**src/rtl/sweep_pkg.sv**
```systemverilog
// Shared types and constants for the truth-table sweeper and its test harness.
package sweep_pkg;

    typedef enum logic [1:0] {
        IDLE,
        DRIVE,
        SAMPLE,
        DONE
    } state_t;

    localparam logic [7:0] S_GOLDEN = 8'h6A;

    function automatic int unsigned table_width(input int unsigned n_in);
        return 32'd1 << n_in;
    endfunction

endpackage

```
**src/rtl/s_truth_table_sweeper.sv**
```systemverilog
// Sweeps every {x,y,z} vector into the gate block, captures s into a truth table,
// and reports the table plus a golden-match flag over a done/ack handshake.
module s_truth_table_sweeper
    import sweep_pkg::*;
#(
    parameter int unsigned                   N_IN          = 3,
    parameter int unsigned                   SETTLE_CYCLES = 1,
    parameter logic [table_width(N_IN)-1:0]  EXPECTED      = S_GOLDEN
) (
    input  logic                          clk,
    input  logic                          rst_n,
    input  logic                          start,
    output logic                          x,
    output logic                          y,
    output logic                          z,
    input  logic                          s_in,
    output logic                          busy,
    output logic                          done,
    input  logic                          ack,
    output logic [table_width(N_IN)-1:0]  table_out,
    output logic                          match
);

    localparam int unsigned     TW          = table_width(N_IN);
    localparam int unsigned     CW          = (SETTLE_CYCLES > 1) ? $clog2(SETTLE_CYCLES) : 1;
    localparam logic [CW-1:0]   SETTLE_LAST = CW'(SETTLE_CYCLES - 1);
    localparam logic [N_IN-1:0] IDX_LAST    = '1;

    state_t          state_q, state_d;
    logic [N_IN-1:0] idx_q, idx_d;
    logic [CW-1:0]   settle_cnt_q, settle_cnt_d;
    logic [TW-1:0]   table_q, table_d;
    logic            busy_q, busy_d;
    logic            done_q, done_d;

    always_comb begin
        state_d      = state_q;
        idx_d        = idx_q;
        settle_cnt_d = settle_cnt_q;
        table_d      = table_q;
        busy_d       = busy_q;
        done_d       = done_q;

        case (state_q)
            IDLE: begin
                if (start) begin
                    state_d      = DRIVE;
                    idx_d        = '0;
                    settle_cnt_d = '0;
                    table_d      = '0;
                    busy_d       = 1'b1;
                end
            end
            DRIVE: begin
                if (settle_cnt_q == SETTLE_LAST) begin
                    state_d = SAMPLE;
                end else begin
                    settle_cnt_d = settle_cnt_q + 1'b1;
                end
            end
            SAMPLE: begin
                table_d[idx_q] = s_in;
                if (idx_q == IDX_LAST) begin
                    state_d = DONE;
                    busy_d  = 1'b0;
                    done_d  = 1'b1;
                end else begin
                    // idx feeds x/y/z directly, so the vector only moves here
                    idx_d        = idx_q + 1'b1;
                    settle_cnt_d = '0;
                    state_d      = DRIVE;
                end
            end
            DONE: begin
                if (ack) begin
                    state_d = IDLE;
                    done_d  = 1'b0;
                end
            end
            default: begin
                state_d = IDLE;
            end
        endcase
    end

    always_ff @(posedge clk or negedge rst_n) begin
        if (!rst_n) begin
            state_q      <= IDLE;
            idx_q        <= '0;
            settle_cnt_q <= '0;
            table_q      <= '0;
            busy_q       <= 1'b0;
            done_q       <= 1'b0;
        end else begin
            state_q      <= state_d;
            idx_q        <= idx_d;
            settle_cnt_q <= settle_cnt_d;
            table_q      <= table_d;
            busy_q       <= busy_d;
            done_q       <= done_d;
        end
    end

    assign x         = idx_q[2];
    assign y         = idx_q[1];
    assign z         = idx_q[0];
    assign busy      = busy_q;
    assign done      = done_q;
    assign table_out = table_q;
    assign match     = done_q && (table_q == EXPECTED);

endmodule

```
**config.mk**
```make
export PLATFORM = sky130hd
export DESIGN_NAME = s_truth_table_sweeper
export DESIGN_NICKNAME = d
export VERILOG_FILES = /design/src/rtl/sweep_pkg.sv /design/src/rtl/s_truth_table_sweeper.sv
export SDC_FILE = /design/constraint.sdc
export NUM_CORES = 1
export LEC_CHECK = 0
export ABC_AREA = 1
export ABC_CLOCK_PERIOD_IN_PS = 1110
export CAP_MARGIN = 30
export CORE_AREA = 2 2 40 60
export DETAILED_ROUTE_END_ITERATION = 8
export DIE_AREA = 0 0 42 62
export PLACE_DENSITY = 0.7
export RECOVER_POWER = 50
export SYNTH_ARGS = -nofsm -noshare
export SYNTH_HDL_FRONTEND = slang
export SYNTH_SLANG_ARGS = --single-unit
```
**constraint.sdc**
```tcl
create_clock -name clk -period 1.11 [get_ports clk]
set_input_delay 0.111 -clock clk [delete_from_list [all_inputs] [get_ports clk]]
set_output_delay 0.111 -clock clk [all_outputs]
set_load 0.01 [all_outputs]
```
==> impl_metrics.ini <==
[setup_path]
endpoint_kind = primary output
cp_data_required_time_ps = 1000
startpoint_type = flop
wp_data_arrival_ps = 1160
worst-setup-path-type = reg2out
timing.critical_path.fanout_max = 2

[grt]
grt_pass1_wl_mm = 3.46
antenna_violations_before_repair = 0
global_route.usage.met1 = 0.187
overflow = 0
grt_max_degree = 16
grt_busiest_layer = met2
groute.usage.overall = 0.177
use_met2 = 0.344
vias_in_the_first_global_route = 796
grt.met3_usage = 0.0231

[run_status]
violations = negative setup slack
status = finished with violations

[final_layout]
area_of_all_sequential_standard_cells_um2 = 378
finalNetCount = 168
number_of_antenna_repair_diodes = 0
layout.filler_cells = 173
layout.cell_area.non_filler_um2 = 1410
multi_input_area_um2 = 510
layout-drive-gt1-share = 0.503
post-route-util = 0.663
area_delta_synth_final_pct = 63.0
layout.cells.non_filler = 182

[synth]
synth_most_common_cell = nand2_1
post_synth_most_frequent_cells = 46 x nand2_1, 15 x dfrtp_1, 10 x nand3_1
synthesis.nets = 116
synth_largest_area_cell = dfrtp_1
synth.avg_cell_area_um2 = 8.02
fraction_of_registers_with_async_set_or_reset_after_synthesis = 1.00
synth_area_um2 = 866
postSynthRegisterBits = 15
synthesis.yosys.warnings = 0
netlist-cell-type-count = 19
netlist_instances = 108
dominant_cells_by_area_after_synthesis = dfrtp_1 43%, nand2_1 20%, nand3_1 5.8%
sequential_element_share_of_the_synthesized_area = 0.434
synth_enable_flop_cells = 0
yosys_most_used_dff = dfrtp_1
synth_top_area_share = 0.434

[drt]
drt-wirelength-per-cell_um = 14.2
drt-initial-drc-count = 26
num_vias = 954
per_cell_via_count_in_the_routed_design = 5.24
detailedRoute.firstPassIterationCount = 4
drc_errors = 0
route.antenna.remaining_nets = 0
drt-total-wl_mm = 2.59

[run]
maxCapViolCount = 0

[clock_network]
num_cts_buffers = 3
total_number_of_clock_tree_sinks = 15
root_buffer_cell = clkbuf_4
clock_tree.buffer_depth = 2
clock_tree.htree_level_count = 1
worst_setup_hold_path_clk_slew_ps = 90
holdBufCountCts = 0
clkLatencyLatePin_ps = 310
cts_tree = yes

[placement]
dpl.hpwl_mm = 1.55
dpl_worst_slack_ps = -376
gp_congestion = 0.762
place_inst = 166
portBuffers = 18
post_place_instance_area_um2 = 1210

[die]
core_region_area_um2 = 2130
floorplan.initialDensity = 0.407
die_y_um = 62
design.die.area_um2 = 2600
std_cell_rows = 21
io_pins = 19
fp.dieW_um = 42

[timing]
timing.fmax_mhz = 784
timing_hold_violations_final = 0
min_period_over_period = 1.15
slew_violations = 0
timing.max_slew.rel_slack = 0.433
setup_viol = 8
rsz0062_at_grt = true
finalWorstSetupSlack_ps = -166
setup_tns_ps = -441
worst_pin_slew_ps = 851
finalClockSkew_ps = 2.12
final.min_clock_period_ps = 1280

[power_and_ir_drop]
peakVddDrop_uv = 1680
power_density_nw_per_um2 = 2680
power.leakage_uw = 0.000768

[hold_path]
worst_hold_path_type = in2async
registers in the layout (all words and copies together), names as in the netlist:
name,flops
busy,1
done,1
idx_q,3
table_out,8
state_q,2
repair_timing:
item,in CTS,in global routing
setup buffers,2,7
setup endpoints to repair,22,16
pin swaps,9,16
gates resized for setup,60,29
cloned,0,3
kinds of logic (layout without fill, tap and decap cells):
group	after synthesis	after routing	synth area share
compound gates	4	4	0.0332
flops	15	15	0.434
buf+inv	14	65	0.104
fa+ha+maj	3	3	0.0434
simple gates	72	72	0.386
critical path, cell delays in order, from the launching register on:
cell     delay (ps)
dfrtp_1         390
or2_4           250
nor3_2           80
buf_2           140
layout make-up:
class | instances | area share
Clock buffer | 3 | 0.0160
Clock inverter | 1 | 0.00355
Inverter | 10 | 0.0372
Multi-Input combinational cell | 79 | 0.362
Sequential cell | 15 | 0.268
Tap cell | 23 | 0.0204
Timing Repair Buffer | 51 | 0.293
where the power goes:
group	internal (uW)	switching (uW)	total (uW)
logic	1230	1320	2550
clock network	135	203	338
registers	727	160	887
cell usage in the layout, fill, tap and decap left out, drive strengths merged:
| master | n |
|---|---|
| nor2 | 2 |
| o21ai | 2 |
| nand3 | 10 |
| inv | 10 |
| dfrtp | 15 |
| nand2 | 48 |
| dlygate4sd2 | 2 |
| a21o | 1 |
| buf | 41 |
| clkdlybuf4s50 | 4 |
| clkbuf | 7 |
| clkinv | 1 |
| nand3b | 1 |
| ha | 3 |
| nand4 | 8 |
| o21bai | 1 |
| or2 | 1 |
| nor3 | 2 |
per-layer routing:
layer / vias up / part of all wire
met4: 0 / 0.034
li1: 454 / -
met2: 40 / 0.56
met3: 9 / 0.057
met5: - / 0
met1: 451 / 0.35
final timing paths:
kind,startpoint,to,slack (ps),depth (start not counted)
setup / recovery,table_out[4],match,-170,3
min in group clk,ack,state_q[0],390,2
max in group asynchronous,rst_n,idx_q[1],190,2
setup reg to reg,idx_q[1],idx_q[1],-100,6
hold reg to reg,busy,busy,490,1
hold / removal,rst_n,table_out[1],340,2
metrics by stage:
| stage | hold WS (ps) | power [uW] |
|---|---|---|
| 5_1_grt | 423 | 4050 |
| 4_1_cts | 133 | 3150 |
| 3_5_place_dp | 451 | 2740 |
| 6_report | 343 | 3780 |
| 3_3_place_gp | 448 | 2690 |
| 2_1_floorplan | -185 | 1990 |
Power figures use the tool's default switching activity.
